<file path="config.mk">
export PLATFORM = sky130hd
export DESIGN_NAME = multicycle_control
export DESIGN_NICKNAME = d
export VERILOG_FILES = /design/src/rtl/multicycle_control_pkg.sv /design/src/rtl/multicycle_ctrl_decode.sv /design/src/rtl/multicycle_control.sv
export SDC_FILE = /design/constraint.sdc
export NUM_CORES = 1
export LEC_CHECK = 0
export CORE_UTILIZATION = 58
export CTS_BUF_LIST = sky130_fd_sc_hd__clkbuf_4 sky130_fd_sc_hd__clkbuf_8
export DETAILED_ROUTE_END_ITERATION = 10
export PLACE_DENSITY = 0.88
export RECOVER_POWER = 50
export SLEW_MARGIN = 20
export SYNTH_ARGS = -nofsm -noshare
export SYNTH_HDL_FRONTEND = slang
export SYNTH_SLANG_ARGS = --single-unit
</file>
<file path="constraint.sdc">
create_clock -name clk -period 3.75 [get_ports clk]
set_input_delay 0.9375 -clock clk [delete_from_list [all_inputs] [get_ports clk]]
set_output_delay 0.9375 -clock clk [all_outputs]
set_load 0.02 [all_outputs]
</file>
<file path="src/rtl/multicycle_control_pkg.sv">
// Shared types and encodings for the multi-cycle datapath main control FSM.
package multicycle_control_pkg;

  localparam int unsigned OP_W   = 6;
  localparam int unsigned WAIT_W = 16;

  typedef enum logic [3:0] {
    IDLE,
    FETCH,
    DECODE,
    MEM_ADDR,
    MEM_READ,
    MEM_WB,
    MEM_WRITE,
    R_EXEC,
    R_WB,
    BRANCH,
    JUMP,
    ADDI_EXEC,
    ADDI_WB,
    TRAP
  } mc_state_t;

  localparam logic [OP_W-1:0] OP_RTYPE = 6'b000000;
  localparam logic [OP_W-1:0] OP_LW    = 6'b100011;
  localparam logic [OP_W-1:0] OP_SW    = 6'b101011;
  localparam logic [OP_W-1:0] OP_BEQ   = 6'b000100;
  localparam logic [OP_W-1:0] OP_J     = 6'b000010;
  localparam logic [OP_W-1:0] OP_ADDI  = 6'b001000;

  localparam logic [1:0] ALUOP_ADD   = 2'b00;
  localparam logic [1:0] ALUOP_SUB   = 2'b01;
  localparam logic [1:0] ALUOP_FUNCT = 2'b10;

  localparam logic [1:0] ALUSRCB_B       = 2'b00;
  localparam logic [1:0] ALUSRCB_FOUR    = 2'b01;
  localparam logic [1:0] ALUSRCB_IMM     = 2'b10;
  localparam logic [1:0] ALUSRCB_IMM_SH2 = 2'b11;

  localparam logic [1:0] PCSRC_ALU    = 2'b00;
  localparam logic [1:0] PCSRC_ALUOUT = 2'b01;
  localparam logic [1:0] PCSRC_JUMP   = 2'b10;

  typedef struct packed {
    logic       pc_write;
    logic       pc_write_cond;
    logic       ior_d;
    logic       mem_read;
    logic       mem_write;
    logic       ir_write;
    logic       mem_to_reg;
    logic       reg_dst;
    logic       reg_write;
    logic       alu_src_a;
    logic [1:0] alu_src_b;
    logic [1:0] alu_op;
    logic [1:0] pc_source;
    logic       instr_done;
  } mc_ctrl_t;

  // States that stall on the memory ready handshake.
  function automatic logic is_mem_state(mc_state_t s);
    return (s == FETCH) || (s == MEM_READ) || (s == MEM_WRITE);
  endfunction

endpackage

</file>
<file path="src/rtl/multicycle_ctrl_decode.sv">
// State (plus mem_ready qualification) to datapath control word; purely combinational.
module multicycle_ctrl_decode
  import multicycle_control_pkg::*;
(
  input  mc_state_t state,
  input  logic      mem_ready,
  output mc_ctrl_t  ctrl
);

  always_comb begin
    ctrl = '0;
    case (state)
      FETCH: begin
        ctrl.mem_read  = 1'b1;
        ctrl.alu_src_b = ALUSRCB_FOUR;
        ctrl.alu_op    = ALUOP_ADD;
        ctrl.pc_source = PCSRC_ALU;
        ctrl.ir_write  = mem_ready;
        ctrl.pc_write  = mem_ready;
      end
      DECODE: begin
        ctrl.alu_src_b = ALUSRCB_IMM_SH2;
        ctrl.alu_op    = ALUOP_ADD;
      end
      MEM_ADDR, ADDI_EXEC: begin
        ctrl.alu_src_a = 1'b1;
        ctrl.alu_src_b = ALUSRCB_IMM;
        ctrl.alu_op    = ALUOP_ADD;
      end
      MEM_READ: begin
        ctrl.mem_read = 1'b1;
        ctrl.ior_d    = 1'b1;
      end
      MEM_WB: begin
        ctrl.reg_write  = 1'b1;
        ctrl.mem_to_reg = 1'b1;
        ctrl.instr_done = 1'b1;
      end
      MEM_WRITE: begin
        ctrl.mem_write  = 1'b1;
        ctrl.ior_d      = 1'b1;
        ctrl.instr_done = mem_ready;
      end
      R_EXEC: begin
        ctrl.alu_src_a = 1'b1;
        ctrl.alu_src_b = ALUSRCB_B;
        ctrl.alu_op    = ALUOP_FUNCT;
      end
      R_WB: begin
        ctrl.reg_write  = 1'b1;
        ctrl.reg_dst    = 1'b1;
        ctrl.instr_done = 1'b1;
      end
      BRANCH: begin
        ctrl.alu_src_a     = 1'b1;
        ctrl.alu_src_b     = ALUSRCB_B;
        ctrl.alu_op        = ALUOP_SUB;
        ctrl.pc_write_cond = 1'b1;
        ctrl.pc_source     = PCSRC_ALUOUT;
        ctrl.instr_done    = 1'b1;
      end
      JUMP: begin
        ctrl.pc_write   = 1'b1;
        ctrl.pc_source  = PCSRC_JUMP;
        ctrl.instr_done = 1'b1;
      end
      ADDI_WB: begin
        ctrl.reg_write  = 1'b1;
        ctrl.instr_done = 1'b1;
      end
      default: ctrl = '0;
    endcase
  end

endmodule

</file>
<file path="src/rtl/multicycle_control.sv">
// Main control FSM for the multi-cycle datapath: sequences fetch, decode, execute, memory, writeback.
// MC_ILLEGAL_TRAP_EN: unrecognised opcodes trap (adds illegal_op); otherwise they retire as NOPs.
module multicycle_control
  import multicycle_control_pkg::*;
#(
  parameter int unsigned MEM_TIMEOUT = 255
) (
  input  logic            clk,
  input  logic            rst_n,
  input  logic [OP_W-1:0] opcode,
  input  logic            zero,
  input  logic            mem_ready,
  output logic            pc_write,
  output logic            pc_write_cond,
  output logic            ior_d,
  output logic            mem_read,
  output logic            mem_write,
  output logic            ir_write,
  output logic            mem_to_reg,
  output logic            reg_dst,
  output logic            reg_write,
  output logic            alu_src_a,
  output logic [1:0]      alu_src_b,
  output logic [1:0]      alu_op,
  output logic [1:0]      pc_source,
  output logic            instr_done,
  output logic            mem_timeout
`ifdef MC_ILLEGAL_TRAP_EN
  ,
  output logic            illegal_op
`endif
);

  mc_state_t         state_q, state_d;
  logic [WAIT_W-1:0] wait_cnt_q;
  logic              mem_wait;
  logic              op_legal;
  mc_ctrl_t          ctrl;

  // The branch decision is made by the datapath PC-load gate from pc_write_cond and zero.
  logic unused_zero;
  assign unused_zero = zero;

  assign op_legal = (opcode == OP_LW)    || (opcode == OP_SW)   ||
                    (opcode == OP_RTYPE) || (opcode == OP_BEQ)  ||
                    (opcode == OP_J)     || (opcode == OP_ADDI);

  assign mem_wait = is_mem_state(state_q) && !mem_ready;

  // State register, wait counter and sticky timeout flag.
  always_ff @(posedge clk) begin
    if (!rst_n) begin
      state_q     <= IDLE;
      wait_cnt_q  <= '0;
      mem_timeout <= 1'b0;
    end else begin
      state_q <= state_d;
      if (state_d != state_q) begin
        wait_cnt_q <= '0;
      end else if (mem_wait && (wait_cnt_q != {WAIT_W{1'b1}})) begin
        wait_cnt_q <= wait_cnt_q + WAIT_W'(1);
      end
      if (mem_wait && (wait_cnt_q >= WAIT_W'(MEM_TIMEOUT))) begin
        mem_timeout <= 1'b1;
      end
    end
  end

  always_comb begin
    state_d = state_q;
    case (state_q)
      IDLE:      state_d = FETCH;
      FETCH:     if (mem_ready) state_d = DECODE;
      DECODE: begin
        case (opcode)
          OP_LW, OP_SW: state_d = MEM_ADDR;
          OP_RTYPE:     state_d = R_EXEC;
          OP_BEQ:       state_d = BRANCH;
          OP_J:         state_d = JUMP;
          OP_ADDI:      state_d = ADDI_EXEC;
`ifdef MC_ILLEGAL_TRAP_EN
          default:      state_d = TRAP;
`else
          default:      state_d = FETCH;
`endif
        endcase
      end
      MEM_ADDR:  state_d = (opcode == OP_LW) ? MEM_READ : MEM_WRITE;
      MEM_READ:  if (mem_ready) state_d = MEM_WB;
      MEM_WRITE: if (mem_ready) state_d = FETCH;
      R_EXEC:    state_d = R_WB;
      ADDI_EXEC: state_d = ADDI_WB;
      MEM_WB, R_WB, BRANCH, JUMP, ADDI_WB: state_d = FETCH;
      TRAP:      state_d = TRAP;
      default:   state_d = IDLE;
    endcase
  end

  multicycle_ctrl_decode u_decode (
    .state     (state_q),
    .mem_ready (mem_ready),
    .ctrl      (ctrl)
  );

  assign pc_write      = ctrl.pc_write;
  assign pc_write_cond = ctrl.pc_write_cond;
  assign ior_d         = ctrl.ior_d;
  assign mem_read      = ctrl.mem_read;
  assign mem_write     = ctrl.mem_write;
  assign ir_write      = ctrl.ir_write;
  assign mem_to_reg    = ctrl.mem_to_reg;
  assign reg_dst       = ctrl.reg_dst;
  assign reg_write     = ctrl.reg_write;
  assign alu_src_a     = ctrl.alu_src_a;
  assign alu_src_b     = ctrl.alu_src_b;
  assign alu_op        = ctrl.alu_op;
  assign pc_source     = ctrl.pc_source;

`ifdef MC_ILLEGAL_TRAP_EN
  assign instr_done = ctrl.instr_done;
  assign illegal_op = (state_q == TRAP);
`else
  // An unrecognised opcode retires as a NOP in its DECODE cycle.
  assign instr_done = ctrl.instr_done | ((state_q == DECODE) & ~op_legal);
`endif

endmodule

</file>
# After elaboration in Yosys (flattened, before gate mapping)
# Index checks and enable logic that the tools add are counted.
[classes]
n_reduce_logical = 22
n_addsub = 1
n_mux = 19
magnitude_cmp = 1
bitwise = 4
eq_ne = 20
[ops]
columns = ["cell", "count"]
rows = [
  ["4-bit case mux with 5 select lines", 2],
  ["4-bit case mux with 9 select lines", 1],
  ["4-bit equality test, second input constant", 6],
  ["16-bit by 1-bit adder with 16-bit output, second input constant", 1],
  ["4-bit by 3-bit equality test with 1-bit output, second input constant", 4],
  ["16-bit by 8-bit >= comparator with 1-bit output, second input constant", 1],
  ["16-bit != test, second input constant", 1],
  ["6-bit equality test, second input constant", 2],
  ["4-bit two-way mux", 3],
  ["2-bit OR reduction", 5],
  ["1-bit two-way mux", 9],
  ["4-bit by 2-bit equality test with 1-bit output, second input constant", 2],
  ["1-bit logical OR", 7],
  ["6-bit by 2-bit equality test with 1-bit output, second input constant", 1],
  ["6-bit by 3-bit equality test with 1-bit output, second input constant", 1],
  ["6-bit by 4-bit equality test with 1-bit output, second input constant", 1],
  ["6-bit logical NOT", 1],
  ["6-bit OR reduction", 1],
  ["5-bit OR reduction", 1],
  ["4-bit by 1-bit equality test with 1-bit output, second input constant", 1],
  ["4-bit logical NOT", 1],
  ["4-bit != test", 1],
  ["1-bit case mux with 2 select lines", 2],
  ["2-bit case mux with 2 select lines", 1],
  ["8 further kinds", 11],
]
[totals]
inputBits = 10
word_cells = 70
register_bits = 21
output_inout_bits = 18

# Logic depth before layout (Yosys ltp)
# Gate-level depths: netlist of run 1.
[depth]
word_depth = 9
depth_mapped = 7
depth_no_buf = 6

# By module
# Synthesis of run 1 repeated with hierarchy kept, for this count alone.
[hier_totals]
cells_unflattened = 220
hier_area_um2 = 1750.4
[by_module_without_submodules]
columns = ["mod", "seq_area_each_um2", "cells_per_inst", "area_per_inst_um2", "n_inst"]
rows = [
  ["multicycle_control", 420.4, 183, 1524.0, 1],
  ["multicycle_ctrl_decode", 0.0, 37, 226.5, 1],
]

# Worst setup path after synthesis of run 1
# No wires, ideal clock.
[synth_path]
path_kind = "input-to-output"
start = "input opcode[0]"
end = "output instr_done"
arrival_ns = 1.905
required_ns = 2.812
n_path_buf = 0
path_slack_ns = 0.908
cell_stages = 5
path_cell_list = "or3_1 a21oi_1 nor2_1 o211ai_1 o221ai_1"
[synth_via]
elab_chain_cells = 9
word_cells_on_any_way = 14
cone_classes = "eq/ne: 5; bitwise: 3; reduce/logical: 6"
[synth_lines]
columns = ["item", "line", "rtl"]
rows = [
  ["start, declared", "multicycle_control.sv:10", "input logic [OP_W-1:0] opcode,"],
  ["6-bit equality test", "multicycle_control.sv:44", "assign op_legal = (opcode == OP_LW) || (opcode == OP_SW) ||"],
  ["1-bit logical OR (2 in a row)", "multicycle_control.sv:44", ""],
  ["1-bit logical OR (2 in a row)", "multicycle_control.sv:45", "(opcode == OP_RTYPE) || (opcode == OP_BEQ) ||"],
  ["1-bit logical OR *", "multicycle_control.sv:46", "(opcode == OP_J) || (opcode == OP_ADDI);"],
  ["1-bit NOT *", "multicycle_control.sv:124", "assign instr_done = ctrl.instr_done | ((state_q == DECODE) & ~op_legal);"],
  ["1-bit bitwise AND *", "multicycle_control.sv:124", ""],
  ["1-bit bitwise OR *", "multicycle_control.sv:124", ""],
  ["end, declared", "multicycle_control.sv:26", "output logic instr_done,"],
]
# Every way passes the cells marked *; elsewhere a longest branch is shown, timed or not.

# Worst setup path in the final report of run 1
[layout_path]
start = "input opcode[3]"
end = "output instr_done"
# Same word-level chain as after synthesis.

==> Flow_metrics.wiki, run 1 <==
{| class="wikitable"
! Metric !! Value
|-
| Final Hold Viols || 0
|-
| Global-route wire length before repair || 5940 um
|-
| DP Area || 1790 um^2
|-
| Mapped cell area || 1490 um^2
|-
| Post-Layout Inst Area || 1790 um^2
|-
| Initial antenna violation count || 0
|-
| Tightest Pin Transition || 1180 ps
|-
| Post-Synthesis Mean Instance Area || 7.73 um^2
|-
| Ratio of final minimum period to clock period || 94.4%
|-
| Most common cell after layout, fill and taps aside || sky130_fd_sc_hd__nor2_1
|-
| Cell Count Post-Placement || 246
|-
| PD cells || 249 nW/um^2
|-
| Sequential element share of the synthesized area || 28.2%
|-
| Total of flip-flops plus latches after synthesis || 21
|-
| Insertion delay to the later sink of the worst-skew pair || 320 ps
|-
| Post-synthesis net count || 204
|-
| Number of warnings reported in the yosys synthesis log || 0
|-
| Post-detailed-route count of antenna-violating nets || 0
|-
| Number of H-tree branching levels || 1
|-
| Number of pins exceeding their max-slew limit in the final report || 0
|-
| Top-area cell type share of the netlist area || 28.2%
|-
| Number of buffers added for setup after CTS || 0
|-
| Fraction of layout cells with a size suffix above 1 || 8.64%
|-
| Number of design-rule violations left by the first detailed-router iteration || 57
|-
| Chip Height || 52.7 um
|-
| Arrival time reported for the critical path endpoint || 2600 ps
|-
| HPWL after DPL || 2710 um
|-
| Data required time at the worst endpoint || 2810 ps
|-
| Cell taking the most area after synthesis || sky130_fd_sc_hd__dfxtp_1
|-
| Vias per std cell || 6.18
|-
| IO Port Bufs || 26
|-
| Footprint of the multi-input gates || 981 um^2
|-
| Final-stage net count || 232
|-
| Maximum clock frequency || 0.282 GHz
|-
| Number of ports placed on the die boundary || 28
|-
| Critical path start-end classification || in2out
|-
| Highest-count cells in the layout ignoring fill and taps || sky130_fd_sc_hd__nor2_1 (30), sky130_fd_sc_hd__clkdlybuf4s50_1 (22), sky130_fd_sc_hd__dfxtp_1 (21)
|-
| Vias in the first global route || 1,431
|-
| Final critical delay including setup and external delays || 3540 ps
|-
| Post-synth EDFFs || 0
|-
| First-pass iteration count of the detailed router || 7
|-
| Number of standard cells in the final layout excluding fillers || 250
|-
| Ant diodes || 0
|-
| Starting utilization of the core area || 60.8%
|-
| Post-synth ARST share || 0%
|-
| Root buffer selected by CTS || sky130_fd_sc_hd__clkbuf_4
|-
| Final estimated routing congestion in global placement || 0.863
|-
| Area Growth Syn to Fin || 20.2%
|-
| Count of cell types in the netlist || 49
|-
| Final Setup Violations || 0
|-
| Worst min path class || reg2reg
|-
| Die width || 52.7 um
|-
| Failing checks || DRC
|-
| Clock transition at the register clock pins on the worst setup and hold paths after CTS || 120 ps
|-
| Area of the core region || 2450 um^2
|-
| Critical path launch point type || input pin
|-
| Clock tree skew after final layout || 1.36 ps
|-
| Number of fill cells in the layout || 199
|-
| Total CTS buffers || 3
|-
| Top area cells in the synthesized netlist || sky130_fd_sc_hd__dfxtp_1 (28%), sky130_fd_sc_hd__nor2_1 (7.6%), sky130_fd_sc_hd__xor2_1 (4.7%), sky130_fd_sc_hd__xnor2_1 (4.1%), sky130_fd_sc_hd__a21oi_1 (4.0%)
|-
| Largest net degree at the start of global routing || 19
|-
| Footprint of the flip-flops and latches || 420 um^2
|-
| Worst max-slew margin expressed relative to the limit || 21.1%
|-
| Unrepaired setup endpoints after global routing || no
|-
| Overall routing resource usage || 29.0%
|-
| Run status || complete, but fails checks
|-
| Max-capacitance violation count || 0
|-
| Die Footprint || 2780 um^2
|-
| Detailed-route wire length || 3680 um
|-
| Synthesized netlist cell count || 193
|-
| Bufs on Longest Clock Path || 2
|-
| CP endpoint kind || output port
|-
| Max rail drop VDD || 0.216 mV
|-
| Most used flip-flop cell after synthesis || sky130_fd_sc_hd__dfxtp_1
|-
| DRC errors left || 1
|-
| Residual overflow from global routing || 0
|-
| Leakage power || 0.640 nW
|-
| CTS tree || yes
|-
| Standard-cell rows || 18
|-
| Clock sink count || 21
|-
| Max Fanout on Critical Path || 5
|-
| Routed length per instance || 14.7 um
|-
| Detailed-route via count || 1,546
|-
| Final TNS setup || 0 ps
|}
-- where the power goes --
group / leakage (nW) / internal (mW) / switching [mW]
clock network: 0.0177 / 0.0400 / 0.0742
registers: 0.170 / 0.226 / 0.00555
logic: 0.453 / 0.0454 / 0.0563
-- layout make-up --
class | count | share of cell area (%)
Multi-Input combinational cell | 157 | 54.7
Sequential cell | 21 | 23.4
Timing Repair Buffer | 33 | 17.2
Tap cell | 30 | 2.09
Clock buffer | 3 | 1.26
Inverter | 5 | 1.05
Clock inverter | 1 | 0.279
-- flip-flops by register name (all words and copies together) (netlist names) --
signal	count
wait_cnt_q	16
state_q	4
mem_timeout	1
-- through the flow --
| step | worst slack, ps | total power, mW | hold WS (ps) | util, % |
|---|---|---|---|---|
| after floorplan | 908 | 0.299 | 467 | - |
| after global routing | 111 | 0.469 | 499 | 73.0 |
| final | 210 | 0.447 | 471 | 73.0 |
| after CTS | 211 | 0.449 | 481 | 73.9 |
| after global placement | 13.3 | 0.336 | 451 | 72.8 |
| after detailed placement | 3.40 | 0.340 | 453 | 72.8 |
-- logic make-up after synthesis --
family                     synth area share (%)
and+or+nand+nor                            35.6
AOI/OAI and AO/OA                          19.6
DFF                                        28.2
xor gates and xnor gates                   8.81
buffers and inverters                      4.95
muxes                                      1.34
adders and majority gates                  1.51
-- metal layers --
metal  wire (um)  track usage, %
met1        1500            30.4
met2        1920            51.1
met3         201            6.38
met4          58            18.9
met5           0               0
-- path summary, 6_finish.rpt --
check | from | to | slack [ps] | cells past startpoint
worst max-delay path | opcode[3] | instr_done | 210 | 6
worst min-delay path | mem_timeout | mem_timeout | 470 | 1
worst max register to register | state_q[0] | wait_cnt_q[2] | 1170 | 6
worst min register to register | mem_timeout | mem_timeout | 470 | 1
-- critical path: stages --
cell and delay [ps]:
sky130_fd_sc_hd__dlygate4sd3_1 610, sky130_fd_sc_hd__nor3_1 280, sky130_fd_sc_hd__nand3_1 170, sky130_fd_sc_hd__o211ai_1 130
sky130_fd_sc_hd__o221ai_1 130, sky130_fd_sc_hd__dlygate4sd2_1 340
-- Yosys cell counts, types with 3 or more instances --
| cell type | instances |
|---|---|
| sky130_fd_sc_hd__a21oi_1 | 12 |
| sky130_fd_sc_hd__and2_1 | 3 |
| sky130_fd_sc_hd__and3_1 | 4 |
| sky130_fd_sc_hd__and4_1 | 3 |
| sky130_fd_sc_hd__clkbuf_1 | 4 |
| sky130_fd_sc_hd__dfxtp_1 | 21 |
| sky130_fd_sc_hd__inv_1 | 5 |
| sky130_fd_sc_hd__nand2_1 | 16 |
| sky130_fd_sc_hd__nand2b_1 | 6 |
| sky130_fd_sc_hd__nand3_1 | 8 |
| sky130_fd_sc_hd__nand4_1 | 5 |
| sky130_fd_sc_hd__nor2_1 | 30 |
| sky130_fd_sc_hd__nor3_1 | 4 |
| sky130_fd_sc_hd__nor4_2 | 3 |
| sky130_fd_sc_hd__o211ai_1 | 3 |
| sky130_fd_sc_hd__o21a_1 | 3 |
| sky130_fd_sc_hd__o21ai_0 | 3 |
| sky130_fd_sc_hd__or3_1 | 4 |
| sky130_fd_sc_hd__xnor2_1 | 7 |
| sky130_fd_sc_hd__xor2_1 | 8 |
-- timing repair --
action,CTS,global route
endpoints found under the setup margin,1,0
hold buffers,0,0
resized for setup,1,0
(Power assumes the default switching activity.)
==> run 2: changes to the inputs <==
--- a/config.mk
+++ b/config.mk
@@ -5,6 +5,7 @@
 export SDC_FILE = /design/constraint.sdc
 export NUM_CORES = 1
 export LEC_CHECK = 0
+export CORE_ASPECT_RATIO = 1.25
 export CORE_UTILIZATION = 58
 export CTS_BUF_LIST = sky130_fd_sc_hd__clkbuf_4 sky130_fd_sc_hd__clkbuf_8
 export DETAILED_ROUTE_END_ITERATION = 10
==> Flow_metrics.wiki, run 2 (synthesis gave the netlist of run 1 again) <==
{| class="wikitable"
! Metric !! Value
|-
| Run status || finished clean (was complete, but fails checks)
|-
| Number of H-tree branching levels || 1 (unchanged)
|-
| Cell Count Post-Placement || 248 (was 246)
|-
| Largest net degree at the start of global routing || 22 (was 19)
|-
| CTS tree || yes (unchanged)
|-
| Area Growth Syn to Fin || 20.0% (was 20.2%)
|-
| Cell count of the worst reg-to-reg path || 6 (unchanged)
|-
| Final critical delay including setup and external delays || 3540 ps (about the same)
|-
| Max-capacitance violation count || 0 (unchanged)
|-
| Unrepaired setup endpoints after global routing || no (unchanged)
|-
| Clock sink count || 21 (unchanged)
|-
| Insertion delay to the later sink of the worst-skew pair || 320 ps (about the same)
|-
| Detailed-route via count || 1,534 (was 1,546)
|-
| Standard-cell rows || 20 (was 18)
|-
| Initial antenna violation count || 0 (unchanged)
|-
| WHS Path Cells || 1 (unchanged)
|-
| Registers with the most flip-flops || wait_cnt_q: 16 flops, state_q: 4 flops, mem_timeout: 1 flops (unchanged)
|-
| Count of instances resized after the clock tree is built || 1 (unchanged)
|-
| Number of buffers added for setup after CTS || 0 (unchanged)
|-
| Bufs on Longest Clock Path || 2 (unchanged)
|-
| HPWL after DPL || 2700 um (was 2710 um)
|-
| Die Footprint || 2780 um^2 (about the same)
|-
| Global-route wire length before repair || 5850 um (was 5940 um)
|-
| Leakage power || 0.635 nW (was 0.640 nW)
|-
| Final TNS setup || 0 ps (unchanged)
|-
| Arrival time reported for the critical path endpoint || 2600 ps (about the same)
|-
| Overall routing resource usage || 28.7% (was 29.0%)
|-
| Kind of cell adding the most delay to the critical path || buffers and inverters (unchanged)
|-
| Max Fanout on Critical Path || 5 (unchanged)
|-
| Tightest Pin Transition || 1170 ps (was 1180 ps)
|-
| Ant diodes || 0 (unchanged)
|-
| Root buffer selected by CTS || sky130_fd_sc_hd__clkbuf_4 (unchanged)
|-
| Vias per std cell || 6.09 (was 6.18)
|-
| Largest Register || wait_cnt_q (unchanged)
|-
| First-pass iteration count of the detailed router || 4 (was 7)
|-
| Number of standard cells in the final layout excluding fillers || 252 (was 250)
|-
| Fraction of layout cells with a size suffix above 1 || 8.22% (was 8.64%)
|-
| Vias in the first global route || 1,437 (was 1,431)
|-
| Maximum clock frequency || 0.283 GHz (was 0.282 GHz)
|-
| Final Setup Violations || 0 (unchanged)
|-
| Util after Layout || 73.7% (was 73.0%)
|-
| Critical path launch point type || input pin (unchanged)
|-
| Most common cell after layout, fill and taps aside || sky130_fd_sc_hd__nor2_1 (unchanged)
|-
| Number of gates on the worst path with buffers counted || 6 (unchanged)
|-
| Cell-by-cell trace of the critical path || dlygate4sd3_1 > nor3_1 > nand3_1 > o211ai_1 > o221ai_1 > dlygate4sd2_1 (unchanged)
|-
| Total CTS buffers || 3 (unchanged)
|-
| Number of pins exceeding their max-slew limit in the final report || 0 (unchanged)
|-
| Data required time at the worst endpoint || 2810 ps (about the same)
|-
| Number of buffers and inverters on the critical path || 2 (unchanged)
|-
| Routed length per instance || 14.1 um (was 14.7 um)
|-
| Starting utilization of the core area || 61.4% (was 60.8%)
|-
| Number of ports placed on the die boundary || 28 (unchanged)
|-
| Critical path start-end classification || in2out (unchanged)
|-
| Worst min path class || reg2reg (unchanged)
|-
| PD cells || 248 nW/um^2 (was 249 nW/um^2)
|-
| Ratio of final minimum period to clock period || 94.4% (about the same)
|-
| DP Area || 1780 um^2 (was 1790 um^2)
|-
| Clock tree skew after final layout || 9.45 ps (was 1.36 ps)
|-
| Residual overflow from global routing || 0 (unchanged)
|-
| Final estimated routing congestion in global placement || 0.817 (was 0.863)
|-
| Hold bufs inserted after CTS || 0 (unchanged)
|-
| Highest-count cells in the layout ignoring fill and taps || sky130_fd_sc_hd__nor2_1 (30), sky130_fd_sc_hd__clkdlybuf4s50_1 (22), sky130_fd_sc_hd__dfxtp_1 (21) (unchanged)
|-
| Worst max-slew margin expressed relative to the limit || 21.6% (was 21.1%)
|-
| Crit-path slowest cell || sky130_fd_sc_hd__dlygate4sd3_1 (unchanged)
|-
| Final Hold Viols || 0 (unchanged)
|-
| IO Port Bufs || 26 (unchanged)
|-
| Area of the core region || 2430 um^2 (was 2450 um^2)
|-
| Post-detailed-route count of antenna-violating nets || 0 (unchanged)
|-
| Max rail drop VDD || 0.157 mV (was 0.216 mV)
|-
| Number of flip-flops in the largest register || 16 (unchanged)
|-
| Post-Layout Inst Area || 1790 um^2 (about the same)
|-
| Number of design-rule violations left by the first detailed-router iteration || 30 (was 57)
|-
| CP endpoint kind || output port (unchanged)
|-
| Clock transition at the register clock pins on the worst setup and hold paths after CTS || 110 ps (was 120 ps)
|-
| Die width || 47.4 um (was 52.7 um)
|-
| DRC errors left || 0 (was 1)
|-
| Detailed-route wire length || 3550 um (was 3680 um)
|-
| Final-stage net count || 231 (was 232)
|-
| Final total power || 0.444 mW (was 0.447 mW)
|-
| Worst path max stage delay || 610 ps (about the same)
|-
| Chip Height || 58.7 um (was 52.7 um)
|}
## run 2: per-layer routing
metal / vias up / GRT usage (%) / part of all wire [%] / wire length (um)
met5: - / 0 / 0 / 0
met1: 729 / 30.1 / 39 / 1400
met2: 48 / 52.6 / 56 / 1990
met4: 0 / 14.7 / 2.0 / 70
li1: 749 / - / - / -
met3: 8 / 3.37 / 2.7 / 95
## run 2: per-stage QoR
step	hold slack (ps)	setup slack, ps
after global placement	450	2.27
final	480	211
after global routing	503	122
after floorplan	467	908
after CTS	493	200
after detailed placement	466	-16.3
## run 2: final cells by class
cell class / instances / area (um^2)
multi-input combinational: 157 / 981
fill: 205 / 638
sequential: 21 / 420
timing repair buffer: 32 / 300
tap: 33 / 41.3
clock buffer: 3 / 22.5
inverter: 5 / 18.8
clock inverter: 1 / 5.00
## run 2: worst paths after layout
check,startpoint,end,slack (ps)
max reg2reg,state_q[0],wait_cnt_q[2],1120
min,mem_timeout,mem_timeout,480
max,opcode[2],instr_done,210
min reg2reg,mem_timeout,mem_timeout,480
## run 2: report_power, final
group          switching, mW  internal [mW]  leakage (nW)
combinational         0.0534         0.0450         0.448
clock                 0.0730         0.0399        0.0177
sequential           0.00745          0.226         0.170
## run 2: worst register-to-register path: cells and delay by family (launching register included)
kind / cells / cell delay [ps]
compound gates: 3 / 970
buf+inv: 1 / 260
flops: 1 / 620
simple gates: 2 / 710
==> RTL edit 1 (config.mk and constraints of run 2) <==
Make the reset (`rst_n`) asynchronous in one clocked block.
--- a/src/rtl/multicycle_control.sv
+++ b/src/rtl/multicycle_control.sv
@@ -50,3 +50,3 @@
   // State register, wait counter and sticky timeout flag.
-  always_ff @(posedge clk) begin
+  always_ff @(posedge clk or negedge rst_n) begin
     if (!rst_n) begin
Formal check against the unedited RTL: differs if rst_n is asserted again (counterexample within 4 cycles, from zero or initial values and one cycle with rst_n low); with rst_n held inactive, the same outputs for 10 cycles.
==> RTL edit 1 against run 2 <==
- cell area grew 6.1%
- first-iteration DRC count grew 30%
- setup slack lost 0.095 ns
- routed wire length grew 8.7%
- area after synthesis grew 6.0%
- cell count grew 1.6%
- utilization grew 2.1 points
- sequential cell count is the same
- synthesized cell count grew 1.6%
- register-to-register slack gained 0.06 ns
- global-route usage shrank 0.25 points
- critical endpoint unchanged
- largest cell class unchanged
Power is not compared: it rests on default switching activity, and its combinational part moved more than twofold at a synthesized area within 25%.
==> RTL edit 1: results <==
export IMPL_status="completed"
export IMPL_synth_compound_area_share_pct=20.3
export IMPL_routed_via_density=6.19
export IMPL_drt_pass1_iterations=4
export IMPL_synth_area_leaders="dfrtp_1 (33%), xnor2_1 (7.8%), nor2_1 (7.4%), nor3_1 (3.5%), nand2_1 (3.3%)"
export IMPL_drt_iter0_markers=39
export IMPL_seq_share_pct=27.7
export IMPL_detail_route_wl_per_cell_um=15.1
export IMPL_whs_path_depth=1
export IMPL_synthXorXnorAreaFrac_pct=8.31
export IMPL_place_area_mm2=0.00190
export IMPL_r2r_start="state_q[2]"
export IMPL_synthDistinctLibCells=48
export IMPL_r2r_end="wait_cnt_q[8]"
export IMPL_grt_use_total_pct=28.4
export IMPL_clkPwrFrac_pct=10.4
export IMPL_multi_input_area_um2=962
export IMPL_area_share_nonclk_buffers_pct=17.0
export IMPL_grt_pass1_wl_um=6440
export IMPL_synth_mux_area_share_pct=2.61
export IMPL_fin_skew_ns=0.00245
export IMPL_inverters_excl_clock=5
export IMPL_slowest_stage="dlygate4sd3_1"
export IMPL_min_to="mem_timeout"
export IMPL_p_leak_nw=0.702
export IMPL_gp_congestion=0.882
export IMPL_synth_nets=207
export IMPL_multi_input_gates=157
export IMPL_holdWs_ns=0.474
export IMPL_routed_wl_um=3860
export IMPL_dp_hpwl_um=2820
export IMPL_r2r_cells=5
export IMPL_drive_above_1_share_pct=7.62
export IMPL_clkCellAreaFrac_pct=1.45
export IMPL_dp_cells=252
export IMPL_crit_path_max_fanout=4
export IMPL_hp_start="mem_timeout"
export IMPL_rows=20
export IMPL_netlist_instances=196
export IMPL_nNonClkBuffers=36
export IMPL_synthAdderAreaFrac_pct=1.42
export IMPL_reg_top3="wait_cnt_q: 16 flops, state_q: 4 flops, mem_timeout: 1 flops"
export IMPL_synth_seq_area_share_pct=33.2
export IMPL_fill_cells=191
export IMPL_slowest_delay_ns=0.59
export IMPL_ys_top_cells_by_count="nor2_1 (31), dfrtp_1 (21), nand2_1 (14), xnor2_1 (14), nor3_1 (11)"
export IMPL_nNetsFinal=235
export IMPL_r2r_slack_ns=1.18
export IMPL_arrival_ns=2.70
export IMPL_grt_max_degree=24
export IMPL_worst_pin_slew_ns=0.945
export IMPL_endpoint="instr_done"
export IMPL_grt_pass1_vias=1519
export IMPL_startpoint="opcode[5]"
export IMPL_peakVddDrop_uv=548
export IMPL_synthArstFlopShare_pct=100
export IMPL_antennaDiodeCount=0
-- RTL edit 1: logic make-up after synthesis --
logic type / Yosys count
flops: 21
mux: 4
compound gates: 44
buf+inv: 18
xor+xnor: 15
fa+ha+maj: 2
simple gates: 92
-- RTL edit 1: per-layer routing --
| layer | part of all wire, % | GRT usage [%] |
|---|---|---|
| met5 | 0 | 0 |
| met1 | 41 | 30.6 |
| met2 | 53 | 55.0 |
| met3 | 4.5 | 3.01 |
| met4 | 2.4 | 16.4 |
-- RTL edit 1: repair_timing --
action / 4_1_cts / 5_1_grt
gates resized for setup: 1 / 0
setup endpoints to repair: 1 / 0
endpoints found under the hold margin: 0 / 0
-- RTL edit 1: stage by stage --
stage | worst slack, ns | utilization, %
floorplan | 0.823 | -
global placement | -0.0259 | 76.0
detailed placement | -0.0422 | 76.0
CTS | 0.172 | 77.1
global route | 0.0669 | 75.9
finish | 0.116 | 75.9
==> RTL edit 2 (config.mk and constraints of run 2) <==
Made on the original files. Change the package constant `WAIT_W` from 16 to 24.
--- a/src/rtl/multicycle_control_pkg.sv
+++ b/src/rtl/multicycle_control_pkg.sv
@@ -4,3 +4,3 @@
   localparam int unsigned OP_W   = 6;
-  localparam int unsigned WAIT_W = 16;
+  localparam int unsigned WAIT_W = 24;
 
Check against the original RTL: same outputs for any inputs over 10 cycles, from zero or initial values and one cycle with rst_n low; that may be too few to reach the edited logic, so the function may still have changed.
==> RTL edit 2 against run 2 <==
- routed wire length is 45% higher
- critical path type unchanged
- register-to-register slack better by 0.08 ns
- cell area is 36% higher
- clock power grew to 2.5 times the old value
- sequential cell count is 8 higher
- hold slack better by 0.011 ns
- area after synthesis is 42% higher
- synthesized cell count is 30% higher
- sequential power is 38% higher
- setup slack worse by 0.065 ns
- utilization is 3.8 points lower
- first-iteration DRC count grew to 2.9 times the old value
- total power is 62% higher
==> RTL edit 2: results <==
export IMPL_cts_root_buf="clkbuf_8"
export IMPL_dp_hpwl_um=3600
export IMPL_r2r_slack_ns=1.20
export IMPL_place_ws_ns=0.0313
export IMPL_nNetsFinal=288
export IMPL_drive_above_1_share_pct=12.2
export IMPL_drt_iter0_markers=86
export IMPL_htreeDepth=2
export IMPL_synth_seq_area_share_pct=27.5
export IMPL_reg_top3="wait_cnt_q: 24 flops, state_q: 4 flops, mem_timeout: 1 flops"
export IMPL_cts_resized=0
export IMPL_grt_pass1_wl_um=9060
export IMPL_synth_nets=262
export IMPL_arrival_ns=2.67
export IMPL_grt_use_total_pct=29.2
export IMPL_p_leak_nw=0.758
export IMPL_fill_cells=280
export IMPL_fin_skew_ns=0.00879
export IMPL_ys_top_cells_by_count="dfxtp_1 (29), nor2_1 (18), nor3_2 (18), xnor2_1 (17), nand2_1 (14)"
export IMPL_peakVddDrop_uv=323
export IMPL_synth_area_leaders="dfxtp_1 (28%), nor3_2 (8.5%), xnor2_1 (7.1%), nor2_1 (3.2%), nor3_1 (2.6%)"
export IMPL_synthDistinctLibCells=55
export IMPL_status="completed"
export IMPL_clock_latency_ns=0.30
export IMPL_crit_path_max_fanout=4
export IMPL_clkSlewWorstSetupHoldPaths_ns=0.06
export IMPL_gp_congestion=0.817
export IMPL_routed_via_density=6.46
export IMPL_grt_pass1_vias=2041
==> RTL edit 2: cell count changes in the layout (fill, tap and decap cells not counted), moves of 6 or more <==
cell,delta
nor3_1,+20
nor2_1,-12
xnor2_1,+10
dfxtp_1,+8
a21oi_1,-7
clkbuf_8,+7
o21ai_0,+6
xor2_1,-6
==> RTL edit 2: kinds of logic (layout without fill, tap and decap cells) <==
logic type               after synthesis  after routing  synth area share [%]
multiplexers                           1              1                 0.474
buffers and inverters                 24             51                  5.93
XOR/XNOR                              19             19                  7.88
AO/OA/AOI/OAI                         60             60                  22.8
adder cells (fa/ha/maj)                1              1                 0.593
AND/OR/NAND/NOR                      117            117                  34.9
flip-flops                            29             29                  27.5
==> RTL edit 2: power breakdown <==
group          total (W)  internal, W  switching (W)
combinational   0.000111    0.0000483      0.0000631
clock           0.000288     0.000165       0.000123
sequential      0.000321     0.000311      0.0000106
total           0.000721     0.000525       0.000196
==> RTL edit 2: cell type report <==
cell class              instances  area, µm²  share of cell area (%)
multi-input cells             198       1340                    55.1
inverters                       7       26.3                    1.08
well taps                      39       48.8                    2.00
flip-flops and latches         29        581                    23.8
clock buffers                   7       96.3                    3.96
clock inverters                 1       5.00                   0.206
repair buffers                 36        335                    13.8
==> RTL edit 2: final timing paths <==
path	start	end	cells after the start
worst max register to register	state_q[0]	wait_cnt_q[15]	6
worst max-delay path	mem_ready	pc_write	5
worst min register to register	mem_timeout	mem_timeout	1
worst min-delay path	mem_timeout	mem_timeout	1
==> RTL edit 2: through the flow <==
stage,power (W),utilization (%),instance area (µm²),hold slack (ns),instances
final,0.000721,69.9,2430,0.492,317
after global routing,0.000751,69.9,2430,0.512,317
after CTS,0.000729,72.0,2510,0.491,317
after detailed placement,0.000444,69.1,2410,0.452,309
after global placement,0.000442,69.1,2410,0.449,309
after floorplan,0.000401,-,2110,0.471,251
==> RTL edit 2: metal layers <==
metal  track usage, %  up-vias  wire length, µm
li1                 -     1003                -
met1             31.4      967             2060
met2             53.4       69             2690
met3             6.34        8              281
met4             13.6        0              112
met5                0        -                0
==> RTL edit 2: worst register-to-register path, stage by stage (launching register included) <==
cell and delay (ns):
dfxtp_1 0.65, buf_4 0.28, nor3b_4 0.31, o2111ai_2 0.25, a31o_1 0.33, or4_1 0.43
a211oi_2 0.22
